--- src/rtl/lsq_pkg.sv ---
// Shared store-queue definitions: store data buffer sizes, payload layout
// and entry index type.
package lsq_pkg;

    localparam int LSW_DATA_WIDTH = 139;
    localparam int LSW_ENTRIES = 240;

    typedef logic [7:0] lsw_idx_t;

    // Payload layout, msb first: size, byte enables, high-half valid, data.
    typedef struct packed {
        logic [1:0]   size;
        logic [7:0]   byte_en;
        logic         hi_valid;
        logic [127:0] data;
    } lsw_entry_t;

endpackage

--- src/rtl/lsw_idx_add.sv ---
// Modular index adder: idx + inc (0..2), wrapping at N back to 0.
module lsw_idx_add #(
    parameter int W = 8,
    parameter int N = 240
) (
    input  logic [W-1:0] idx,
    input  logic [1:0]   inc,
    output logic [W-1:0] sum
);

    localparam logic [W:0] LIMIT = (W+1)'(N);

    logic [W:0] raw;
    logic [W:0] wrapped;

    always_comb begin
        raw = {1'b0, idx} + (W+1)'(inc);
        wrapped = raw - LIMIT;
        sum = (raw >= LIMIT) ? wrapped[W-1:0] : raw[W-1:0];
    end

endmodule

--- src/rtl/lsw_drain.sv ---
// In-order drain of retired stores from the store data buffer onto two
// ordered cache write lanes, returning accepted indices to the allocator.
module lsw_drain
    import lsq_pkg::*;
#(
    parameter int DATA_WIDTH = LSW_DATA_WIDTH,
    parameter int ADDR_WIDTH = 8,
    parameter int ENTRY_COUNT = LSW_ENTRIES
) (
    input  logic                  clk,
    input  logic                  rst,
    input  logic                  buf_init,
    input  logic [1:0]            retire_cnt,
    output logic [ADDR_WIDTH-1:0] read_addr0,
    output logic [ADDR_WIDTH-1:0] read_addr1,
    input  logic [DATA_WIDTH-1:0] read_data0,
    input  logic [DATA_WIDTH-1:0] read_data1,
    output logic                  wr_valid0,
    output logic                  wr_valid1,
    output logic [DATA_WIDTH-1:0] wr_data0,
    output logic [DATA_WIDTH-1:0] wr_data1,
    output logic [ADDR_WIDTH-1:0] wr_idx0,
    output logic [ADDR_WIDTH-1:0] wr_idx1,
    input  logic                  wr_ready0,
    input  logic                  wr_ready1,
    output logic                  free_en,
    output logic [1:0]            free_cnt,
    output logic [ADDR_WIDTH-1:0] free_addr,
    output logic [ADDR_WIDTH-1:0] pending,
    output logic                  overflow
);

    localparam int AW = ADDR_WIDTH;
    localparam logic [AW:0] ENTRIES = (AW+1)'(ENTRY_COUNT);

    logic [AW-1:0] rd_ptr;
    logic [AW-1:0] rd_next;
    logic [AW-1:0] free_ptr;
    logic [AW-1:0] free_next;

    logic          fire0;
    logic          fire1;
    logic [1:0]    fire_cnt;
    logic [1:0]    lanes_cnt;
    logic [1:0]    kept;
    logic [1:0]    room;
    logic [1:0]    fill;

    logic [AW:0]   sum_chk;
    logic [AW:0]   pend_raw;
    logic [AW:0]   pend_cap;
    logic [AW-1:0] pend_next;

    logic                  n_valid0;
    logic                  n_valid1;
    logic [DATA_WIDTH-1:0] n_data0;
    logic [DATA_WIDTH-1:0] n_data1;
    logic [AW-1:0]         n_idx0;
    logic [AW-1:0]         n_idx1;

    assign read_addr0 = rd_ptr;

    lsw_idx_add #(.W(AW), .N(ENTRY_COUNT)) u_rd_plus1 (
        .idx (rd_ptr),
        .inc (2'd1),
        .sum (read_addr1)
    );

    lsw_idx_add #(.W(AW), .N(ENTRY_COUNT)) u_rd_adv (
        .idx (rd_ptr),
        .inc (fill),
        .sum (rd_next)
    );

    lsw_idx_add #(.W(AW), .N(ENTRY_COUNT)) u_free_adv (
        .idx (free_ptr),
        .inc (fire_cnt),
        .sum (free_next)
    );

    // Lane 1 only fires alongside lane 0, so lane 1 valid implies lane 0 valid.
    always_comb begin
        fire0 = wr_valid0 & wr_ready0;
        fire1 = fire0 & wr_valid1 & wr_ready1;
        fire_cnt = {1'b0, fire0} + {1'b0, fire1};
        lanes_cnt = {1'b0, wr_valid0} + {1'b0, wr_valid1};
        kept = lanes_cnt - fire_cnt;
        room = 2'd2 - kept;
        if (buf_init)
            fill = 2'd0;
        else if (pending >= AW'(room))
            fill = room;
        else
            fill = pending[1:0];
    end

    always_comb begin
        n_valid0 = 1'b0;
        n_data0 = wr_data0;
        n_idx0 = wr_idx0;
        if (!fire0 && wr_valid0) begin
            n_valid0 = 1'b1;
        end else if (fire0 && !fire1 && wr_valid1) begin
            n_valid0 = 1'b1;
            n_data0 = wr_data1;
            n_idx0 = wr_idx1;
        end else if (fill != 2'd0) begin
            n_valid0 = 1'b1;
            n_data0 = read_data0;
            n_idx0 = read_addr0;
        end
    end

    always_comb begin
        n_valid1 = 1'b0;
        n_data1 = wr_data1;
        n_idx1 = wr_idx1;
        if (!fire0 && wr_valid1) begin
            n_valid1 = 1'b1;
        end else if (kept == 2'd1 && fill != 2'd0) begin
            n_valid1 = 1'b1;
            n_data1 = read_data0;
            n_idx1 = read_addr0;
        end else if (kept == 2'd0 && fill == 2'd2) begin
            n_valid1 = 1'b1;
            n_data1 = read_data1;
            n_idx1 = read_addr1;
        end
    end

    // Cap pending so pending plus occupied lanes never exceeds the buffer.
    always_comb begin
        sum_chk = (AW+1)'(pending) + (AW+1)'(lanes_cnt) + (AW+1)'(retire_cnt);
        pend_raw = (AW+1)'(pending) + (AW+1)'(retire_cnt) - (AW+1)'(fill);
        pend_cap = ENTRIES - (AW+1)'(kept + fill);
        pend_next = (pend_raw > pend_cap) ? pend_cap[AW-1:0] : pend_raw[AW-1:0];
    end

    always_ff @(posedge clk or posedge rst) begin
        if (rst) begin
            rd_ptr <= '0;
            free_ptr <= '0;
            pending <= '0;
            overflow <= 1'b0;
            wr_valid0 <= 1'b0;
            wr_valid1 <= 1'b0;
            wr_data0 <= '0;
            wr_data1 <= '0;
            wr_idx0 <= '0;
            wr_idx1 <= '0;
            free_en <= 1'b0;
            free_cnt <= 2'd0;
            free_addr <= '0;
        end else begin
            rd_ptr <= rd_next;
            free_ptr <= free_next;
            pending <= pend_next;
            if (sum_chk > ENTRIES)
                overflow <= 1'b1;
            wr_valid0 <= n_valid0;
            wr_valid1 <= n_valid1;
            wr_data0 <= n_data0;
            wr_data1 <= n_data1;
            wr_idx0 <= n_idx0;
            wr_idx1 <= n_idx1;
            free_en <= (fire_cnt != 2'd0);
            free_cnt <= fire_cnt;
            free_addr <= free_ptr;
        end
    end

endmodule
--- config.mk ---
export PLATFORM = sky130hd
export DESIGN_NAME = lsw_drain
export DESIGN_NICKNAME = d
export VERILOG_FILES = /design/src/rtl/lsq_pkg.sv /design/src/rtl/lsw_idx_add.sv /design/src/rtl/lsw_drain.sv
export SDC_FILE = /design/constraint.sdc
export NUM_CORES = 1
export LEC_CHECK = 0
export CAP_MARGIN = 20
export CORE_AREA = 2 2 242 244
export CTS_CLUSTER_SIZE = 30
export DETAILED_ROUTE_END_ITERATION = 8
export DIE_AREA = 0 0 244 246
export PLACE_DENSITY = 0.54
export SYNTH_ARGS = -nofsm -noshare
export SYNTH_HDL_FRONTEND = slang
export SYNTH_SLANG_ARGS = --single-unit
--- constraint.sdc ---
create_clock -name clk -period 14.3 [get_ports clk]
set_clock_uncertainty 0.05 [all_clocks]
set_input_delay 1.43 -clock clk [delete_from_list [all_inputs] [get_ports clk]]
set_output_delay 1.43 -clock clk [all_outputs]
set_load 0.05 [all_outputs]
## Word-level counts from Yosys, hierarchy flattened

Index checks and enable logic that the tools add are counted.

| cells by class | value |
|---|---|
| add/sub/neg operators | 16 |
| magnitude comparators | 6 |
| equal/unequal tests | 2 |
| mux-type cells | 20 |
| bitwise operators | 5 |
| reduce and logical (&&, ||, !) cells | 15 |

Operator list:

| kind | number |
|---|---|
| 139-bit 2-to-1 mux | 4 |
| 8-bit 2-to-1 mux | 8 |
| 8-bit by 2-bit adder with 9-bit output | 4 |
| 9-bit by 8-bit >= comparator with 1-bit output, second input constant | 3 |
| 8-bit subtractor, second input constant | 3 |
| 8-bit by 1-bit adder with 9-bit output, second input constant | 1 |
| 9-bit by 2-bit adder with 9-bit output | 1 |
| 9-bit by 8-bit > comparator with 1-bit output, second input constant | 1 |
| 9-bit > comparator | 1 |
| 8-bit by 3-bit subtractor with 9-bit output, first input constant | 1 |
| 9-bit by 2-bit subtractor with 9-bit output | 1 |
| 8-bit by 2-bit >= comparator with 1-bit output | 1 |
| 2-bit nonzero test | 4 |
| 1-bit logical AND | 6 |
| 1-bit 2-to-1 mux | 6 |
| 1-bit by 1-bit adder with 2-bit output | 2 |
| 2-bit 2-to-1 mux | 2 |
| 2-bit AND reduction | 2 |
| 2-bit by 2-bit adder with 3-bit output | 1 |
| 1-bit AND | 3 |
| 2-bit by 1-bit == test with 1-bit output, second input constant | 1 |
| 2-bit == test, second input constant | 1 |
| 1-bit logical NOT | 2 |
| 2-bit logical NOT | 1 |
| 3 further kinds | 4 |

| word-level totals | value |
|---|---|
| bits in registers | 332 |
| input port bits | 285 |
| word-level logic and storage cells | 77 |

## Logic depth before layout (Yosys ltp)

Gate-level depths: netlist (run 1).

| logic depth | value |
|---|---|
| word-level depth | 14 |
| mapped depth | 31 |
| depth with buffers taken out | 31 |

## Cells and area by module

A second synthesis (run 1) with hierarchy kept.

| second synthesis, totals | value |
|---|---|
| cells, all modules | 1252 |
| area, all modules | 17580.6 um^2 |

Modules (own cells, without submodules):

| module | times used | cells an instance | area each (um^2) | sequential area each (um^2) |
|---|---|---|---|---|
| lsw_drain | 1 | 1153 | 16856.2 | 8308.0 |
| lsw_idx_add | 3 | 33 | 241.5 | 0.0 |

## Worst setup path before layout (run 1)

Ideal clock, no wire load.

| timing | value |
|---|---|
| path kind | input port to flip-flop |
| start | input port wr_ready0 |
| end | register rd_ptr[5], in the netlist read_addr0[5] |
| library setup time | 0.125 ns |
| arrival | 6.694 ns |
| slack | 7.432 ns |
| cell stages on the path | 28 |
| path through | nand2_1 -> inv_1 -> nand3_1 -> ha_1 -> ha_1 -> xnor2_1 -> xnor2_1 -> inv_1 -> ha_1 -> inv_1 -> ha_1 -> nand4b_1 -> a21oi_1 -> nor2_1 -> mux2i_1 -> or2_2 -> inv_1 -> ha_1 -> inv_1 -> fa_1 -> nor2_1 -> xor2_1 -> ha_1 -> nor4b_1 -> o21a_1 -> nand2_1 -> a221oi_1 -> mux2_2 |

| between the ends | value |
|---|---|
| word-level cells in the longest chain between the ends | 12 |
| elaborated cells on any way between the ends | 13 |

Ends and longest elaborated chain:

| element | line | text |
|---|---|---|
| start, declared | lsw_drain.sv:24 | `input logic wr_ready0,` |
| 1-bit AND (*) | lsw_drain.sv:83 | `fire0 = wr_valid0 & wr_ready0;` |
| 1-bit AND (2 in a row) | lsw_drain.sv:84 | `fire1 = fire0 & wr_valid1 & wr_ready1;` |
| 1-bit by 1-bit adder with 2-bit output (*) | lsw_drain.sv:85 | `fire_cnt = {1'b0, fire0} + {1'b0, fire1};` |
| via fire_cnt[0] | lsw_drain.sv:43 | `logic [1:0] fire_cnt;` |
| 2-bit subtractor (*) | lsw_drain.sv:87 | `kept = lanes_cnt - fire_cnt;` |
| 2-bit subtractor (*) | lsw_drain.sv:88 | `room = 2'd2 - kept;` |
| 8-bit by 2-bit >= comparator with 1-bit output | lsw_drain.sv:91 | `else if (pending >= AW'(room))` |
| 2-bit 2-to-1 mux (*) | lsw_drain.sv:91 |  |
| 2-bit 2-to-1 mux (*) | lsw_drain.sv:89 | `if (buf_init)` |
| 8-bit by 2-bit adder with 9-bit output (*) | lsw_idx_add.sv:17 | `raw = {1'b0, idx} + (W+1)'(inc);` |
| 8-bit subtractor or 9-bit by 8-bit >= comparator with 1-bit output (tied branches) | lsw_idx_add.sv:18, lsw_idx_add.sv:19 |  |
| 8-bit 2-to-1 mux (*) | lsw_idx_add.sv:19 | `sum = (raw >= LIMIT) ? wrapped[W-1:0] : raw[W-1:0];` |
| via rd_next[5] | lsw_drain.sv:37 | `logic [AW-1:0] rd_next;` |
| end signal, assigned | lsw_drain.sv:155 | `rd_ptr <= rd_next;` |
| end, declared | lsw_drain.sv:36 | `logic [AW-1:0] rd_ptr;` |

The timed path passes the listed nets; every way through them passes the cells marked *.
A chain may end at the register's enable or synchronous reset.

## Final worst setup path (run 1)

Ends and elaborated chain as after synthesis.

==> impl_results.md, run 1 <==
* Worst Path Arrival at roughly 8 ns
* Most used cell, CP: ha_1
* Final GP Congestion at approximately 0.87
* Worst-Skew Late Latency at 0.56 ns
* Delay-heaviest family, CP: adder cells
* Post-CTS Setup Bufs at 0
* Sequential share of the synthesized area at 0.499
* Clock Sinks at around 330
* Hold Crit Class: reg2reg
* Critical path launch point type: input port
* GRT busiest layer: met2
* Yosys warnings at 0
* Die H at 246 um
* Fraction of registers with async set/reset at 1.00
* Maximum fanout along the worst path at 7
* Avg Inst Size Synth at 10.2 um2
* Post-synth EDFFs at 0
* RSZ-0062 raised after global routing: no
* Clock transition at path regs at approximately 0.05 ns
* Number of global-route vias before repair at roughly 14000
* Post-synth net total at between 1500 and 2000
* #FFs+latches synth at about 330
* FMAX at 133 MHz
* First drt pass iteration count at 5
* Chip Width at between 200 and 250 um
* Slowest cell on crit path: clkdlybuf4s50_1
* TritonCTS buffer count at 43
* Slew @ Worst Pin at around 1.1 ns
* Site Rows at 88
* Initial Util at 0.290
* I/O Pins at between 600 and 700
* Dpl cell area at 0.0234 mm2
* Post-route DRC at 0
* Setup_tns at 0 ns
* HPWL after DPL at between 40000 and 50000 um
* Clock Tree Root: clkbuf_16
* Final setup viols at 0
* Min Tclk post-route at approximately 7.5 ns
* Setup CP Type: in2reg
* Layout cells sized above 1 at 0.0469
* Routing usage on met1 at 0.235
* Synth Instances at roughly 1600
* Final #Nets at roughly 2500
* Buf/Inv on CP at 6
* Ys flop type: dfrtp_1
* Via-to-Cell Ratio at 4.69
* IO Port Bufs at ~620
* Global-route wire length before repair at approximately 90000 um
* Initial antenna violation count at 8
* Share of the synthesized area in the top cell type at 0.499
* Max-slew violation count at 0
* Clock tree buffer depth at 3
* Period utilization at 0.525
* Critical path's largest stage delay at 0.48 ns
* All-Layer GR Usage at 0.194
* Final antenna-violating net count at 0
* Total grt overflow at 0
* CP required at between 10 and 15 ns
* Iteration-0 DRC count of the detailed router at between 600 and 700
* Largest net degree at the start of global routing at about 110
* CTS HTree Levels at 2
* Netlist Area Pre-Place at around 0.017 mm2
* Via count at roughly 14000
* Die area at approximately 0.06 mm2
* DP Cell Count at roughly 2900
* Wire per inst at around 20 um
* PostCTS Resize Cnt at 0
* Core area at 0.0574 mm2
* Synth area leaders: dfrtp_1 50%, mux2i_1 17%, a21oi_1 5.1%
* Status: finished clean
* Hold_buf cts at 0
* Cell area after layout at between 0.02 and 0.025 mm2
* Worst Setup End Kind: flip-flop
* Slew HR at 0.287
* MaxCap Viol Count at 0
* Global Route met2 Usage at 0.324
* Final Hold Viols at 0
* CTS tree: yes
* Synthesis-to-finish area growth at 49.1%
* Area leader, netlist: dfrtp_1
* Final Non-Filler Cells at between 3000 and 4000
* Drt total wl at ~60000 um
* Distinct cells, synth at 64
* Met3 Use GR at 0.0630
## per-layer routing
layer,vias up,wire [um]
met1,6703,24500
li1,6839,-
met2,465,28900
met3,91,4780
met4,4,2080
met5,-,27
## synth_stat cells, types with 4 or more instances
master    instances
dfrtp_1         332
mux2i_1         289
nand2_1         173
a21oi_1         170
o21ai_0         169
nor2_1          167
clkbuf_1         55
ha_1             47
inv_1            43
buf_2            35
xnor2_1          19
nand3_1          11
xor2_1           10
mux2_2            9
nor3_1            8
fa_1              7
buf_1             6
nand2b_1          6
or2_2             5
a21o_1            4
a31oi_1           4
o31ai_1           4
## worst reg2reg max path, delay by kind of cell (launching register included)
kind            cells  cell delay [ns]
simple gates        8             1.45
flops               1             0.41
fa+ha+maj           7             1.98
xor+xnor            3             0.76
mux                 2             0.58
buf+inv             5             0.42
compound gates      3             0.82
## cell type report
| cell class | instances | area [um2] |
|---|---|---|
| sequential | 332 | 8310 |
| clock inverter | 11 | 114 |
| inverter | 43 | 169 |
| tap | 765 | 957 |
| timing repair buffer | 631 | 6280 |
| antenna | 7 | 17.5 |
| fill | 5466 | 32500 |
| multi-input combinational | 1158 | 7720 |
| clock buffer | 63 | 1250 |
## flip-flops by register name, indices dropped and copies added (netlist names), 2 cells and up
name        cells
free_cnt        2
wr_idx1         8
wr_data0      139
free_addr       8
read_addr0      8
wr_idx0         8
free_ptr        8
pending         8
wr_data1      139
## metrics by stage
step / hold WS (ns) / util / setup WS (ns)
finish: 0.345 / 0.433 / 6.79
CTS: 0.349 / 0.432 / 6.89
global route: 0.364 / 0.433 / 6.26
floorplan: 0.303 / - / 3.62
global placement: 0.340 / 0.408 / 6.52
detailed placement: 0.337 / 0.408 / 6.28
## final timing paths
check,from,endpoint,slack [ns],depth (start not counted)
max,wr_ready0,read_addr0[5],6.79,29
min,free_ptr[0],free_addr[0],0.34,0
max reg2reg,wr_valid0,read_addr0[5],7.71,28
min reg2reg,free_ptr[0],free_addr[0],0.34,0
max in group asynchronous,rst,wr_data0[91],10.60,4
min in group asynchronous,rst,wr_data1[51],1.33,2
## kinds of logic (layout without fill, tap and decap cells)
kind of cell | Yosys count | in the layout | synth area share
adders and majority gates | 54 | 54 | 0.0438
muxes | 298 | 298 | 0.180
DFF | 332 | 332 | 0.499
xor gates and xnor gates | 29 | 29 | 0.0153
buffers and inverters | 148 | 748 | 0.0395
and+or+nand+nor | 396 | 396 | 0.0989
other | 0 | 7 | 0
AOI/OAI and AO/OA | 381 | 381 | 0.123
## cells in the final DEF (no fill, tap or decap), types with 3 or more instances in the layout
| cell type | Yosys | final |
|---|---|---|
| a211oi_1 | 3 | 3 |
| a21o_1 | 4 | 4 |
| a21oi_1 | 170 | 169 |
| a31oi_1 | 4 | 4 |
| buf_4 | 3 | 15 |
| clkbuf_1 | 55 | 12 |
| clkbuf_16 | 0 | 45 |
| clkbuf_8 | 3 | 6 |
| clkdlybuf4s50_1 | 0 | 616 |
| clkinv_2 | 0 | 6 |
| dfrtp_1 | 332 | 332 |
| diode_2 | 0 | 7 |
| fa_1 | 7 | 7 |
| ha_1 | 47 | 47 |
| inv_1 | 43 | 42 |
| mux2_2 | 9 | 9 |
| mux2i_1 | 289 | 289 |
| nand2_1 | 173 | 172 |
| nand2b_1 | 6 | 6 |
| nand3_1 | 11 | 11 |
| nor2_1 | 167 | 167 |
| nor2b_1 | 3 | 3 |
| nor3_1 | 8 | 8 |
| nor4_1 | 3 | 3 |
| o21a_1 | 3 | 3 |
| o21ai_0 | 169 | 169 |
| o31ai_1 | 4 | 4 |
| or2_2 | 5 | 5 |
| or3_1 | 3 | 3 |
| xnor2_1 | 19 | 19 |
| xor2_1 | 10 | 10 |
Power of run 1 is not shown: default switching activity piles up to over one toggle a cycle in this logic, so the estimate is an artifact.
==> run 2, diff against run 1 <==
--- a/config.mk
+++ b/config.mk
@@ -10,7 +10,7 @@
 export CTS_CLUSTER_SIZE = 30
 export DETAILED_ROUTE_END_ITERATION = 8
 export DIE_AREA = 0 0 244 246
-export PLACE_DENSITY = 0.54
+export PLACE_DENSITY = 0.56
 export SYNTH_ARGS = -nofsm -noshare
 export SYNTH_HDL_FRONTEND = slang
 export SYNTH_SLANG_ARGS = --single-unit
==> constraint.sdc (replaced) <==
create_clock -name clk -period 6.2 [get_ports clk]
set_clock_uncertainty 0.05 [all_clocks]
set_input_delay 0.62 -clock clk [delete_from_list [all_inputs] [get_ports clk]]
set_output_delay 0.62 -clock clk [all_outputs]
set_load 0.05 [all_outputs]
==> run 2 against run 1 <==
Worst hold slack got worse by 0.011 ns. Worst setup slack got worse by 6.5 ns. First-iteration DRC count decreased by 7.3%. Critical path depth increased by 3. Register-to-register slack got worse by 7.3 ns. Via count increased by 1.7%. Sequential share of layout area decreased by 0.58 points. Sequential cell count unchanged. Global-route usage increased by 0.14 points. Cell count increased by 1.3%. Routed wire length increased by 0.57%. Critical path type unchanged.
==> impl_results.md, run 2 (synthesized netlist as in run 1, its figures left out) <==
* Drt total wl at 60600 um (+0.57%)
* All-Layer GR Usage at 0.196 (+0.00145)
* IO Port Bufs at 616 (unchanged)
* Min Tclk post-route at 5.92 ns
* Total grt overflow at 0 (unchanged)
* Critical path's largest stage delay at 0.49 ns (about the same)
* CTS HTree Levels at 2 (unchanged)
* Number of global-route vias before repair at 14700 (+3.6%)
* Status: finished clean
* Initial antenna violation count at 6 (-2)
* Hold Crit Class: reg2reg
* Core area at 0.0574 mm2 (unchanged)
* Filler instances at 5498 (+0.59%)
* Die H at 246 um (unchanged)
* First drt pass iteration count at 7 (+2)
* Final Hold Viols at 0 (unchanged)
* Clock Sinks at 332 (unchanged)
* Max-slew violation count at 0 (unchanged)
* Slew @ Worst Pin at 0.970 ns (-0.100 ns)
* Global-route wire length before repair at 91100 um (+0.93%)
* Critical path launch point type: input port
* Final antenna-violating net count at 0 (unchanged)
* Post-route DRC at 0 (unchanged)
* Final setup viols at 0 (unchanged)
* Final #Nets at 2588 (+1.6%)
* TritonCTS buffer count at 40 (-7.0%)
* I/O Pins at 617 (unchanged)
* Layout cells sized above 1 at 0.0676 (+0.0207)
* CP required at 6.58 ns (-8.11 ns)
* Die area at 0.0600 mm2 (unchanged)
* Iteration-0 DRC count of the detailed router at 584 (-7.3%)
* Commonest non-fill, non-tap cells in the layout: 616 x clkdlybuf4s50_1, 332 x dfrtp_1, 289 x mux2i_1, 172 x nand2_1, 168 x o21ai_0
* Period utilization at 0.956
* Worst-Skew Late Latency at 0.55 ns (about the same)
* Worst Setup End Kind: flip-flop
* Chip Width at 244 um (unchanged)
* Initial Util at 0.290 (unchanged)
* Site Rows at 88 (unchanged)
* MaxCap Viol Count at 0 (unchanged)
* Wire per inst at 19.9 um (-0.68%)
* Commonest non-fill, non-tap cell in the layout: clkdlybuf4s50_1
* Largest registers: wr_data0 x139, wr_data1 x139
* Via-to-Cell Ratio at 4.71 (+0.45%)
* FMAX at around 170 MHz
* Clock transition at path regs at 0.06 ns (about the same)
* Setup CP Type: in2reg
* Synthesis-to-finish area growth at 51.8%
* HPWL after DPL at 44800 um (+1.8%)
* Clock tree buffer depth at 3 (unchanged)
* CTS tree: yes
* Pre-CTS setup slack at -0.563 ns (-6.84 ns)
* Slew HR at 0.354 (+0.0667)
* Setup WS post-layout at 0.275 ns (-6.51 ns)
* Worst Path Arrival at 6.31 ns (-1.59 ns)
* Clock Tree Root: clkbuf_16
* Slowest cell on crit path: clkdlybuf4s50_1
* Maximum fanout along the worst path at 5 (-2)
* Hold_buf cts at 0 (unchanged)
* Via count at 14300 (+1.7%)
* Final GP Congestion at 0.852 (-1.6%)
* Largest net degree at the start of global routing at 146 (+38%)
-- run 2: changes by cell type in the layout (fill, tap and decap cells not counted), moves of 2 or more --
cell       before  now
ha_4            0    2
ha_1           47   45
buf_4          15   46
clkbuf_8        6    8
a21oi_2         0    3
buf_12          0   12
a21oi_1       169  166
clkbuf_16      45   41
clkinv_2        6    4
-- run 2: layout make-up --
cell class | count | area (um2) | share of cell area
Antenna cell | 6 | 15.0 | 0.000595
Clock buffer | 61 | 1180 | 0.0468
Clock inverter | 9 | 105 | 0.00416
Inverter | 43 | 165 | 0.00654
Multi-Input combinational cell | 1158 | 7770 | 0.308
Sequential cell | 332 | 8310 | 0.329
Tap cell | 765 | 957 | 0.0379
Timing Repair Buffer | 674 | 6750 | 0.267
-- run 2: through the flow --
step / hold WS [ns] / std cells / cell area, um2 / TNS, ns / util
4_1_cts: 0.337 / 3038 / 25200 / 0 / 0.439
6_report: 0.334 / 3048 / 25300 / 0 / 0.440
3_3_place_gp: 0.333 / 2968 / 23900 / -2.18 / 0.416
2_1_floorplan: 0.303 / 1638 / 16600 / 0 / -
3_5_place_dp: 0.324 / 2968 / 23900 / -3.40 / 0.416
5_1_grt: 0.345 / 3046 / 25200 / -0.189 / 0.440
-- run 2: worst paths after layout --
| kind | start | end | slack (ns) | cells after the start |
|---|---|---|---|---|
| worst min register to register | free_ptr[0] | free_addr[0] | 0.33 | 0 |
| worst max-delay path | wr_ready0 | pending[1] | 0.28 | 32 |
| worst max register to register | wr_valid0 | pending[1] | 0.42 | 31 |
| max in group asynchronous | rst | wr_data0[77] | 4.70 | 3 |
| min in group asynchronous | rst | wr_data1[0] | 0.55 | 3 |
| worst min-delay path | free_ptr[0] | free_addr[0] | 0.33 | 0 |
-- run 2: worst max-delay path, delay by kind of cell --
kind / cells / cell delay (ns)
muxes: 1 / 0.27
buffers and inverters: 7 / 1.09
AOI/OAI and AO/OA: 7 / 1.11
adders and majority gates: 7 / 1.86
and+or+nand+nor: 7 / 0.89
xor gates and xnor gates: 3 / 0.44
-- run 2: what timing repair did --
action	CTS	global route
setup endpoints to repair	0	7
resized for setup	0	11
endpoints found under the hold margin	0	0
setup buffers	0	4
-- run 2: per-layer routing --
| layer | wire, um | share of wire | GRT usage | up-vias |
|---|---|---|---|---|
| met5 | 25 | 0.00041 | 0 | - |
| met4 | 2510 | 0.041 | 0.0868 | 4 |
| met3 | 4700 | 0.078 | 0.0629 | 111 |
| met2 | 29400 | 0.48 | 0.329 | 473 |
| met1 | 24000 | 0.40 | 0.229 | 6843 |
| li1 | - | - | - | 6914 |
Power of run 2 is left out for the same reason.
